**config.mk**
```make
export PLATFORM = sky130hd
export DESIGN_NAME = scalar_rf_sb
export DESIGN_NICKNAME = d
export VERILOG_FILES = /design/src/rtl/scalar_rf_pkg.sv /design/src/rtl/scalar_rf_sb_rf_scoreboard.sv /design/src/rtl/scalar_rf_sb.sv
export SDC_FILE = /design/constraint.sdc
export NUM_CORES = 1
export LEC_CHECK = 0
export BUFFER_PORTS_ARGS = -buffer_cell sky130_fd_sc_hd__buf_2
export CORE_MARGIN = 2
export CORE_UTILIZATION = 30
export CTS_CLUSTER_SIZE = 20
export DETAILED_ROUTE_END_ITERATION = 10
export PLACE_DENSITY = 0.42
export SYNTH_ARGS = -nofsm -noshare
export SYNTH_HDL_FRONTEND = slang
export SYNTH_SLANG_ARGS = --single-unit
```
**constraint.sdc**
```tcl
create_clock -name clk -period 3.96 [get_ports clk]
set_input_delay 0.594 -clock clk [delete_from_list [all_inputs] [get_ports clk]]
set_output_delay 0.594 -clock clk [all_outputs]
set_load 0.02 [all_outputs]
```
**src/rtl/scalar_rf_pkg.sv**
```systemverilog
// rtl/scalar_rf_pkg.sv - shared helpers for the scalar register file and its scoreboard
package scalar_rf_pkg;

    // Helpers operate on a wide container; callers zero-extend and truncate to their width.
    localparam int MAX_DW = 128;
    localparam int MAX_NB = MAX_DW / 8;

    function automatic int unsigned cfg_reg_idx(input int unsigned reg_width);
        return (32'd1 << reg_width) - 32'd1;
    endfunction

    function automatic logic [MAX_DW-1:0] byte_merge(input logic [MAX_DW-1:0] old_v,
                                                     input logic [MAX_DW-1:0] new_v,
                                                     input logic [MAX_NB-1:0] be);
        logic [MAX_DW-1:0] r;
        r = old_v;
        for (int b = 0; b < MAX_NB; b++) begin
            if (be[b]) r[8*b +: 8] = new_v[8*b +: 8];
        end
        return r;
    endfunction

    function automatic logic [MAX_DW/2-1:0] vlen_field(input logic [MAX_DW-1:0] v,
                                                       input int unsigned dw);
        logic [MAX_DW/2-1:0] r;
        r = '0;
        for (int i = 0; i < MAX_DW/2; i++) begin
            if (i < int'(dw/2)) r[i] = v[i];
        end
        return r;
    endfunction

    function automatic logic [MAX_DW/2-1:0] vmask_field(input logic [MAX_DW-1:0] v,
                                                        input int unsigned dw);
        logic [MAX_DW/2-1:0] r;
        r = '0;
        for (int i = 0; i < MAX_DW/2; i++) begin
            if (i < int'(dw/2)) r[i] = v[i + int'(dw/2)];
        end
        return r;
    endfunction

endpackage

```
**src/rtl/scalar_rf_sb_rf_scoreboard.sv**
```systemverilog
// rtl/scalar_rf_sb_rf_scoreboard.sv - busy vector, outstanding counter, issue-ready logic
module rf_scoreboard
    import scalar_rf_pkg::*;
#(
    parameter int REG_WIDTH = 4,
    localparam int NREG     = 2**REG_WIDTH
) (
    input  logic                 clk,
    input  logic                 rst_n,
    input  logic                 issue_i,
    input  logic [REG_WIDTH-1:0] issue_rd_i,
    output logic                 issue_ready_o,
    input  logic                 ret_valid_i,
    input  logic [REG_WIDTH-1:0] ret_rd_i,
    output logic                 ret_ok_o,
    input  logic [REG_WIDTH-1:0] rs1_i,
    input  logic [REG_WIDTH-1:0] rs2_i,
    output logic                 rs1_busy_o,
    output logic                 rs2_busy_o,
    output logic [NREG-1:0]      busy_o,
    output logic [REG_WIDTH:0]   outstanding_o
);

    logic [NREG-1:0]    busy_q, busy_d;
    logic [REG_WIDTH:0] outstanding_q, outstanding_d;
    logic               set_en;

    always_ff @(posedge clk or negedge rst_n) begin
        if (!rst_n) begin
            busy_q        <= '0;
            outstanding_q <= '0;
        end else begin
            busy_q        <= busy_d;
            outstanding_q <= outstanding_d;
        end
    end

    always_comb begin
        issue_ready_o = (issue_rd_i == '0) | ~busy_q[issue_rd_i]
                      | (ret_valid_i & (ret_rd_i == issue_rd_i));
        // busy[0] is never set, so this also rejects returns to r0
        ret_ok_o      = ret_valid_i & busy_q[ret_rd_i];
        set_en        = issue_i & issue_ready_o & (issue_rd_i != '0);

        busy_d = busy_q;
        if (ret_ok_o) busy_d[ret_rd_i] = 1'b0;
        if (set_en)   busy_d[issue_rd_i] = 1'b1;

        outstanding_d = outstanding_q + (REG_WIDTH+1)'(set_en) - (REG_WIDTH+1)'(ret_ok_o);

        rs1_busy_o = busy_q[rs1_i] & ~(ret_valid_i & (ret_rd_i == rs1_i));
        rs2_busy_o = busy_q[rs2_i] & ~(ret_valid_i & (ret_rd_i == rs2_i));
    end

    assign busy_o        = busy_q;
    assign outstanding_o = outstanding_q;

endmodule

```
**src/rtl/scalar_rf_sb.sv**
```systemverilog
// rtl/scalar_rf_sb.sv - scalar register file with scoreboard, byte-enable writes and bypass
module scalar_rf_sb
    import scalar_rf_pkg::*;
#(
    parameter int DATA_WIDTH = 16,
    parameter int REG_WIDTH  = 4,
    localparam int NBYTE     = DATA_WIDTH / 8,
    localparam int NREG      = 2**REG_WIDTH,
    localparam int HALF      = DATA_WIDTH / 2
) (
    input  logic                  clk,
    input  logic                  rst_n,
    input  logic [REG_WIDTH-1:0]  rs1_i,
    input  logic [REG_WIDTH-1:0]  rs2_i,
    output logic [DATA_WIDTH-1:0] rs1_data_o,
    output logic [DATA_WIDTH-1:0] rs2_data_o,
    output logic                  rs1_busy_o,
    output logic                  rs2_busy_o,
    input  logic                  wen_i,
    input  logic [REG_WIDTH-1:0]  rd_i,
    input  logic [NBYTE-1:0]      rd_be_i,
    input  logic [DATA_WIDTH-1:0] rd_data_i,
    input  logic                  lq_issue_i,
    input  logic [REG_WIDTH-1:0]  lq_issue_rd_i,
    output logic                  lq_issue_ready_o,
    input  logic                  lq_valid_i,
    input  logic [REG_WIDTH-1:0]  lq_rd_i,
    input  logic [DATA_WIDTH-1:0] lq_data_i,
    output logic [HALF-1:0]       vlen_o,
    output logic [HALF-1:0]       vmask_o,
    output logic                  cfg_update_o,
    output logic [REG_WIDTH:0]    outstanding_o,
    output logic                  hazard_o
);

    localparam logic [REG_WIDTH-1:0] CFG = REG_WIDTH'(cfg_reg_idx(REG_WIDTH));

    logic [DATA_WIDTH-1:0] rf_q [NREG];
    logic [DATA_WIDTH-1:0] rf_d [NREG];
    logic [DATA_WIDTH-1:0] alu_merged;
    logic [NREG-1:0]       busy;
    logic                  ret_ok, alu_ok, alu_waw;
    logic                  cfg_update_q, cfg_update_d;
    logic                  hazard_q, hazard_d;

    rf_scoreboard #(.REG_WIDTH(REG_WIDTH)) u_sb (
        .clk           (clk),
        .rst_n         (rst_n),
        .issue_i       (lq_issue_i),
        .issue_rd_i    (lq_issue_rd_i),
        .issue_ready_o (lq_issue_ready_o),
        .ret_valid_i   (lq_valid_i),
        .ret_rd_i      (lq_rd_i),
        .ret_ok_o      (ret_ok),
        .rs1_i         (rs1_i),
        .rs2_i         (rs2_i),
        .rs1_busy_o    (rs1_busy_o),
        .rs2_busy_o    (rs2_busy_o),
        .busy_o        (busy),
        .outstanding_o (outstanding_o)
    );

    // Forwarded values match exactly what the register will hold after this edge.
    function automatic logic [DATA_WIDTH-1:0] read_port(input logic [REG_WIDTH-1:0] rs);
        if (rs == '0)                        return '0;
        else if (ret_ok && (lq_rd_i == rs))  return lq_data_i;
        else if (alu_ok && (rd_i == rs))     return alu_merged;
        else                                 return rf_q[rs];
    endfunction

    always_comb begin
        alu_merged = DATA_WIDTH'(byte_merge(MAX_DW'(rf_q[rd_i]), MAX_DW'(rd_data_i),
                                            MAX_NB'(rd_be_i)));
        alu_waw    = wen_i & (rd_i != '0) & busy[rd_i];
        alu_ok     = wen_i & (rd_i != '0) & ~busy[rd_i];

        rf_d = rf_q;
        if (alu_ok) rf_d[rd_i] = alu_merged;
        if (ret_ok) rf_d[lq_rd_i] = lq_data_i;

        cfg_update_d = (alu_ok & (rd_i == CFG) & (|rd_be_i)) | (ret_ok & (lq_rd_i == CFG));
        hazard_d     = alu_waw | (lq_valid_i & ~ret_ok);

        rs1_data_o = read_port(rs1_i);
        rs2_data_o = read_port(rs2_i);
    end

    always_ff @(posedge clk or negedge rst_n) begin
        if (!rst_n) begin
            for (int i = 0; i < NREG; i++) rf_q[i] <= '0;
            cfg_update_q <= 1'b0;
            hazard_q     <= 1'b0;
        end else begin
            rf_q         <= rf_d;
            cfg_update_q <= cfg_update_d;
            hazard_q     <= hazard_d;
        end
    end

    assign vlen_o       = HALF'(vlen_field(MAX_DW'(rf_q[CFG]), DATA_WIDTH));
    assign vmask_o      = HALF'(vmask_field(MAX_DW'(rf_q[CFG]), DATA_WIDTH));
    assign cfg_update_o = cfg_update_q;
    assign hazard_o     = hazard_q;

endmodule

```
Word level (Yosys, flattened, before mapping)
Cells that the tools add are included.

Add/subtract/negate cells: 2. $lt $le $gt $ge: 13. Equal/unequal tests: 7. Multiplexer cells: 41. Bitwise logic cells: 31. Reduce and logical (&&, ||, !) cells: 14.

Operator list (count): $bwmux W256 (2); $mux W256 (2); $mux W16 (16); $bmux W16 S4 (3); $demux W16 S4 (2); $lt A4 B5 Y1 const B (5); $bmux W1 S4 (5); $eq A4 B4 Y1 (5); $ge A5 B5 Y1 const B (4); $not A4 Y5 (4); $and A16 B16 Y16 (1); $mux W8 (2); $not A16 Y16 (1); $or A16 B16 Y16 (1); $and A1 B1 Y1 (15); $logic_not A4 Y1 (3); $lt A5 B1 Y1 const B (2); $demux W1 S4 (2); $eq A4 B4 Y1 const B (2); $ge A4 B1 Y1 const B (2); $logic_and A1 B1 Y1 (8); $reduce_bool A4 Y1 (2); $mux W1 (7); $add A5 B1 Y5 (1); other kinds (4) (11).

Bits in registers: 279. Output and inout bits: 58. Word-level logic and storage cells: 128.

Longest topological paths before layout
Gate-level depths: netlist of run 1.

Depth in word-level cells: 9. Gate-level depth with buffers: 11.

Cells and area by module
From an unflattened synthesis of run 1, not the netlist that was laid out.

Cell total of the unflattened synthesis: 1924. Area total of the unflattened synthesis: 20468.4 µm².

Modules (own cells, without submodules): scalar_rf_sb (times used 1, cells each 1747, area an instance 18664.2 µm², seq. area each 6456.2 µm²); rf_scoreboard (times used 1, cells each 177, area an instance 1804.2 µm², seq. area each 525.5 µm²).

Worst setup path before layout of run 1
OpenSTA, ideal clock, no wires.

Path type: input port to flip-flop. Start point: input port lq_rd_i[2]. End point: register u_sb.outstanding_q[4], in the netlist u_sb.outstanding_o[4]. Arrival: 3280 ps. Setup slack: 556 ps. Stages on the path: 11. Buffers on the path: 1. Path through: clkbuf_1 mux4_2 mux4_2 and2_1 ha_1 inv_1 ha_1 fa_1 a21o_1 a21oi_1 xnor2_1.

Cells in the longest elaborated chain, start to end: 7.

RTL lines: from (decl) (RTL line scalar_rf_sb.sv:27) `input logic [REG_WIDTH-1:0] lq_rd_i,`; $eq A4 B4 Y1 (RTL line scalar_rf_sb_rf_scoreboard.sv:40) `| (ret_valid_i & (ret_rd_i == issue_rd_i));`; $and A1 B1 Y1 (RTL line scalar_rf_sb_rf_scoreboard.sv:40); $or A1 B1 Y1 (RTL line scalar_rf_sb_rf_scoreboard.sv:40); $and A1 B1 Y1 (2 in a row) (RTL line scalar_rf_sb_rf_scoreboard.sv:43) `set_en = issue_i & issue_ready_o & (issue_rd_i != '0);`; $add A5 B1 Y5 (RTL line scalar_rf_sb_rf_scoreboard.sv:49) `outstanding_d = outstanding_q + (REG_WIDTH+1)'(set_en) - (REG_WIDTH+1)'(ret_ok_o);`; $sub A5 B1 Y5 * (RTL line scalar_rf_sb_rf_scoreboard.sv:49); net u_sb.outstanding_d[4] (RTL line scalar_rf_sb_rf_scoreboard.sv:25) `logic [REG_WIDTH:0] outstanding_q, outstanding_d;`; to (signal assigned) (RTL line scalar_rf_sb_rf_scoreboard.sv:34) `outstanding_q <= outstanding_d;`; to (decl) (RTL line scalar_rf_sb_rf_scoreboard.sv:25).

The timed path passes the listed nets; every way through them passes the cells marked *. The select of a mux whose other input is x is not followed.

Final worst setup path of run 1
Start point: register u_sb.busy_q[8], in the netlist u_sb.busy_o[8]. End point: output port rs1_data_o[4].

Cells in the longest elaborated chain, start to end: 8.

RTL lines: from (decl) (RTL line scalar_rf_sb_rf_scoreboard.sv:24) `logic [NREG-1:0] busy_q, busy_d;`; from (signal assigned) (RTL line scalar_rf_sb_rf_scoreboard.sv:33) `busy_q <= busy_d;`; $bmux W1 S4 (RTL line scalar_rf_sb.sv:75) `alu_ok = wen_i & (rd_i != '0) & ~busy[rd_i];`; $mux W1 (not written as such) (RTL line scalar_rf_sb.sv:75); $not A1 Y1 (RTL line scalar_rf_sb.sv:75); $and A1 B1 Y1 (RTL line scalar_rf_sb.sv:75); $logic_and A1 B1 Y1 (RTL line scalar_rf_sb.sv:67) `else if (alu_ok && (rd_i == rs)) return alu_merged;`; $mux W16 (RTL line scalar_rf_sb.sv:67); $mux W16 * (RTL line scalar_rf_sb.sv:66) `else if (ret_ok && (lq_rd_i == rs)) return lq_data_i;`; $mux W16 * (RTL line scalar_rf_sb.sv:65) `if (rs == '0) return '0;`; to (decl) (RTL line scalar_rf_sb.sv:15) `output logic [DATA_WIDTH-1:0] rs1_data_o,`.

Every way passes the cells marked *; elsewhere a longest branch is shown, timed or not. The select of a mux whose other input is x is not followed.

==> metrics.yaml, run 1 <==
wire_per_inst_um: 35.4
power_density_mw_per_mm2: 660
yosys.area.top_type_share: 0.340
synth_seq_cells: 279
initial_utilization: 0.304
dr.pass1.iters: 6
area.growth.synth_to_final_pct: 17.2
n_fill_cell: 6683
worstSetupPathType: "flip-flop to output pin"
drt_iter0_drc: 2337
num_rows: 95
status: "completed"
synth_cells: 1994
cts_tree: "built"
core_sq_mm: 0.0675
hold_start: "lq_data_i[8]"
post-dp-hpwl_mm: 70.7
synth_compound_area_frac: 0.173
cts_setup_buffers: 0
die_y_um: 266
period_minus_slack_ns: 3.90
cpMaxStageDelayCell: "mux4_2"
cts_num_sinks: 279
antenna_found_initial: 0
synth.cell_area_sq_mm: 0.0206
crit_start: "u_sb.busy_o[8]$_DFF_PN0_"
worst_pin_slew_ns: 1.31
yosysUniqueCellTypes: 56
crit_arrival_ns: 3.30
nNetsFinal: 2165
grt_pass1_vias: 19400
clock_latency_ns: 0.59
antenna_left: 0
synth_top_cell_by_area: "dfrtp_1"
setup_tns_ns: 0
p_leak_nw: 9.67
die_w_um: 266
vias_per_cell: 6.51
synthXorXnorAreaFrac: 0.00937
cp_max_fo: 12
synth_edf_count: 0
maxSlewViolCount: 0
fin_ws_ns: 0.0627
max_slew_margin: 0.122
synth_nets: 2059
grt-ovfl-total: 0
wl_mm: 106
fin_util: 0.357
cap_viol_max_count: 0
route.vias.total: 19500
rrSetupSlack_ns: 0.79
postPlaceCellArea_sq_mm: 0.0227
io_buffers: 116
synthAdderAreaFrac: 0.00402
yosysSeqAreaShare: 0.340
drc: 0
hold_viol: 0
grt_pass1_wl_mm: 150
synth-simple-area-share: 0.149
synthMuxAreaShare: 0.262
path_common_cell: "mux4_2"
hold_class: "input port to flip-flop"
cp_cell_sequence: "mux4_2 -> mux4_2 -> nand4_2 -> buf_4 -> o21ai_0 -> a31oi_1 -> buf_2"
crit_path_start_kind: "flip-flop"
path_delay_family: "multiplexers"
synth_common_cells: "nand2_1, dfrtp_1, o211ai_1"
final_area_sq_mm: 0.0241
async_flop_share: 1.00
synth_ff_type: "dfrtp_1"
setup_viol: 0
io_pins: 117
fin_worst_skew_ns: 0.0396
crit_required_ns: 3.37
place_congestion: 0.966
pre_cts_ws_ns: 0.0752
clk_path_buf_depth: 3
ir_drop_uv: 271
numCtsBuffers: 38
drive_gt1_frac: 0.311
die_area_sq_mm: 0.0706
synthTopCellsByArea: "dfrtp_1, mux4_2, nand2_1"
synth_top_family_by_area: "multiplexers"
synth_warnings: 0
grt.total_usage: 0.299
grt_max_degree: 84
cp_slowest_stage_delay_ns: 0.57
worstSetupEndpointType: "output pin"
power_mw: 15.9
path_buf_inv: 2
syn_area_per_cell_sq_um: 10.3
fmax_mhz: 257
clkTransAtPathRegs_ns: 0.06
clockRootBuffer: "clkbuf_16"
yosysMostFrequentCell: "nand2_1"
fin_crit_sh: 0.984
reg2reg_from: "u_sb.busy_o[8]$_DFF_PN0_"
htreeDepth: 2
-- cells in the final DEF, fill, tap and decap left out, types with 5 or more instances in the layout --
| cell type | instances |
|---|---|
| nand2_1 | 471 |
| dfrtp_1 | 279 |
| o211ai_1 | 207 |
| mux4_2 | 182 |
| buf_4 | 149 |
| buf_2 | 110 |
| o22ai_1 | 72 |
| mux2_2 | 64 |
| mux2i_1 | 56 |
| o221ai_1 | 48 |
| nand3_1 | 45 |
| clkbuf_16 | 39 |
| inv_1 | 38 |
| nand4_1 | 35 |
| a31oi_1 | 33 |
| o21ai_0 | 32 |
| nor2_1 | 28 |
| nand2b_1 | 27 |
| buf_12 | 21 |
| a31o_2 | 16 |
| a221oi_1 | 16 |
| nor4_4 | 15 |
| xor2_1 | 14 |
| clkbuf_8 | 11 |
| a41oi_2 | 9 |
| xnor2_1 | 8 |
| nand3_2 | 8 |
| and2_1 | 7 |
| nor2b_1 | 6 |
| a41oi_4 | 6 |
| clkinv_2 | 6 |
| ha_1 | 5 |
-- per-stage QoR --
stage | hold slack (ns) | instances
2_1_floorplan | 0.298 | 1994
3_3_place_gp | 0.509 | 2932
3_5_place_dp | 0.525 | 2932
4_1_cts | 0.420 | 3000
5_1_grt | 0.456 | 3000
6_report | 0.450 | 3001
-- power by group --
group / total (mW) / switching [mW] / internal (mW)
clock: 3.75 / 1.48 / 2.27
sequential: 5.66 / 1.52 / 4.14
combinational: 6.50 / 3.36 / 3.14
-- layout make-up --
cell class	count	area, sq um	area share
antenna	1	2.50	0.000104
clock buffer	53	1140	0.0473
clock inverter	14	195	0.00810
inverter	40	150	0.00623
multi-input combinational	1459	12400	0.515
sequential	279	6980	0.290
tap	873	1090	0.0453
timing repair buffer	282	2110	0.0878
-- path summary, 6_finish.rpt --
kind,cells past startpoint,end
min reg2reg,2,rf_q[38]$_DFF_PN0_
max in group asynchronous,3,rf_q[190]$_DFF_PN0_
max reg2reg,10,u_sb.outstanding_o[4]$_DFF_PN0_
min in group asynchronous,2,rf_q[162]$_DFF_PN0_
max,7,rs1_data_o[4]
min,3,rf_q[216]$_DFF_PN0_
-- worst min-delay path: stages --
cell      delay, ns
buf_2          0.21
nand2_1        0.10
o211ai_1       0.08
-- what timing repair did --
action	in CTS	in global routing
hold buffers	1	0
endpoints found under the hold margin	4	0
resized for setup	0	1
endpoints found under the setup margin	0	1
-- flip-flops by register name, summed over array words and instances, names as in the netlist --
signal	flops
cfg_update_o	1
u_sb.busy_o	16
hazard_o	1
vlen_o	8
rf_q	240
vmask_o	8
u_sb.outstanding_o	5
-- logic make-up after synthesis --
family / after synthesis
xor gates and xnor gates: 22
buffers and inverters: 256
muxes: 302
and+or+nand+nor: 672
AOI/OAI and AO/OA: 457
DFF: 279
adders and majority gates: 6
-- metal layers --
layer	vias to the layer above	global-route usage	part of all wire
li1	7881	-	-
met1	10100	0.404	0.41
met2	1290	0.449	0.44
met3	284	0.0640	0.096
met4	0	0.156	0.060
met5	-	0	0
(Power assumes the default switching activity.)
==> run 2, diff against run 1 <==
- ABC_AREA: default -> 1
- clock period: 3.96 -> 4.5 ns (I/O delays scaled with it)
==> run 2 against run 1 <==
Against the previous run:
- design area rose by 12%
- total power shrank 21%
- hold slack got worse by 0.44 ns
==> metrics.yaml, run 2 <==
crit_path_start_kind: "input port"
fin_crit_sh: 0.968
regArea_sq_mm: 0.00698  # unchanged
die_y_um: 289  # +8.7%
ir_drop_uv: 245  # -9.7%
hold_viol: 0  # unchanged
pre_cts_ws_ns: 0.387  # +0.312 ns
max_slew_margin: 0.0516  # -0.0708
status: "completed"
setup_viol: 0  # unchanged
path_common_cell: "nand2_1"
synth_ff_type: "dfrtp_1"
route.vias.total: 28900  # +48%
wl_mm: 143  # +35%
clkTransAtPathRegs_ns: 0.05  # about the same
place_congestion: 0.975  # +0.97%
antenna_left: 0  # unchanged
cts_num_sinks: 279  # unchanged
whs_ns: 0.0129  # -0.438 ns
final_common_cell: "nand2_1"
post-dp-hpwl_mm: 91.2  # +29%
n_fill_cell: 9040  # +35%
cp_cell_sequence: "buf_4 -> nor2_2 -> buf_4 -> nand2_1 -> o211ai_1 -> nand3_1 -> nand3_1 -> nand2_1 -> nand2_1 -> nor2_1 -> nor2_1 -> buf_2"
worst_pin_slew_ns: 1.42  # +0.109 ns
dr.pass1.iters: 6  # unchanged
num_rows: 104  # +9.5%
die_w_um: 289  # +8.7%
crit_arrival_ns: 3.68  # +0.38 ns
htreeDepth: 2  # unchanged
multi_input_area_sq_mm: 0.0143  # +15%
async_flop_share: 1.00  # unchanged
p_leak_nw: 13.4  # +38%
layout_common_cells: "nand2_1, nand3_1, o21ai_0"
synth_warnings: 0  # unchanged
drc: 0  # unchanged
drt_iter0_drc: 4081  # +75%
grt_pass1_wl_mm: 203  # +36%
cpMaxStageDelayCell: "nor2_2"
synthTopCellsByArea: "dfrtp_1, nand2_1, nand3_1"
cap_viol_max_count: 0  # unchanged
vias_per_cell: 5.81  # -11%
max_flop_register: "rf_q"
worstSetupEndpointType: "output pin"
synth_common_cells: "nand2_1, nand3_1, o21ai_0"
syn_area_per_cell_sq_um: 6.15  # -40%
rsz0062_at_grt: "false"
maxSlewViolCount: 0  # unchanged
ctsHoldBuffers: 0  # -1
setup_tns_ns: 0  # unchanged
worstSetupPathType: "input port to output pin"
initial_utilization: 0.303  # -0.00152
cp_max_fo: 15  # +3
grt-ovfl-total: 0  # unchanged
drive_gt1_frac: 0.105  # -0.206
synth_cells: 3960  # +99%
power_density_mw_per_mm2: 466  # -29%
grt.total_usage: 0.337  # +0.0380
fin_worst_skew_ns: 0.0215  # -0.0181 ns
synth_nets: 4025  # +95%
fmax_mhz: 230
yosysUniqueCellTypes: 43  # -23%
nNetsFinal: 3959  # +83%
grt_max_degree: 167  # +99%
synth_top_cell_by_area: "dfrtp_1"
period_minus_slack_ns: 4.36
io_pins: 117  # unchanged
clk_path_buf_depth: 3  # unchanged
core_sq_mm: 0.0804  # +19%
synth_seq_cells: 279  # unchanged
io_buffers: 116  # unchanged
synth.cell_area_sq_mm: 0.0244  # +19%
die_area_sq_mm: 0.0835  # +18%
clockRootBuffer: "clkbuf_16"
cp_slowest_stage_delay_ns: 1.09  # +0.52 ns
crit_required_ns: 3.83  # +0.46 ns
path_delay_family: "simple AND/OR/NAND/NOR gates"
hold_class: "input port to async pin"
yosys.area.top_type_share: 0.287  # -0.0531
yosysMostFrequentCell: "nand2_1"
yosysSeqAreaShare: 0.287  # -0.0531
largest_reg_flops: 240  # unchanged
fin_ws_ns: 0.145  # +0.0823 ns
path_buf_inv: 3  # +1
numCtsBuffers: 41  # +7.9%
wire_per_inst_um: 28.7  # -19%
cts_setup_buffers: 0  # unchanged
cts_resized: 0  # unchanged
area.growth.synth_to_final_pct: 10.8
clock_latency_ns: 0.60  # about the same
synth_edf_count: 0  # unchanged
cts_tree: "built"
antenna_found_initial: 3  # +3
grt_pass1_vias: 27000  # +39%
## run 2: where the power goes
part	internal (mW)	switching (mW)
Sequential	3.40	0.920
Clock	1.98	1.40
Combinational	1.56	3.31
## run 2: layer usage
metal  part of all wire  wire length (um)  track usage
met1               0.42             59500        0.456
met2               0.44             62500        0.516
met3               0.10             14300       0.0698
met4              0.049              7020        0.149
met5                  0                 0            0
## run 2: cells by family (layout without fill, tap and decap cells)
logic type	Yosys count	count (layout)	share of synthesized area
buffers and inverters	683	648	0.128
XOR/XNOR	13	13	0.00467
other	0	1	0
AND/OR/NAND/NOR	2271	2271	0.423
AO/OA/AOI/OAI	708	708	0.154
adder cells (fa/ha/maj)	6	6	0.00339
flip-flops	279	279	0.287
## run 2: final cells by class
type	count	share of cell area
Antenna cell	1	0.0000927
Clock buffer	67	0.0473
Inverter	317	0.0447
Clock inverter	7	0.00236
Tap cell	1060	0.0491
Sequential cell	279	0.259
Timing Repair Buffer	257	0.0681
Multi-Input combinational cell	2998	0.530
## run 2: final timing paths
path	startpoint	depth (start not counted)	endpoint	slack, ns
max	rs1_i[1]	12	rs1_data_o[13]	0.14
min	rst_n	1	u_sb.outstanding_o[2]$_DFF_PN0_	0.01
max reg2reg	u_sb.busy_o[13]$_DFF_PN0_	18	u_sb.outstanding_o[4]$_DFF_PN0_	1.61
min reg2reg	rf_q[250]$_DFF_PN0_	2	rf_q[250]$_DFF_PN0_	0.55
max in group asynchronous	rst_n	2	rf_q[114]$_DFF_PN0_	3.42
min in group clk	rd_be_i[0]	3	cfg_update_o$_DFF_PN0_	0.39
## run 2: per-stage QoR
stage	area (sq um)	cells	total power, mW	utilization
global placement	25600	4911	9.13	0.319
floorplan	24400	3960	7.39	-
CTS	27000	4985	12.5	0.336
finish	27000	4986	12.6	0.336
detailed placement	25600	4911	9.08	0.319
global route	27000	4985	13.3	0.336
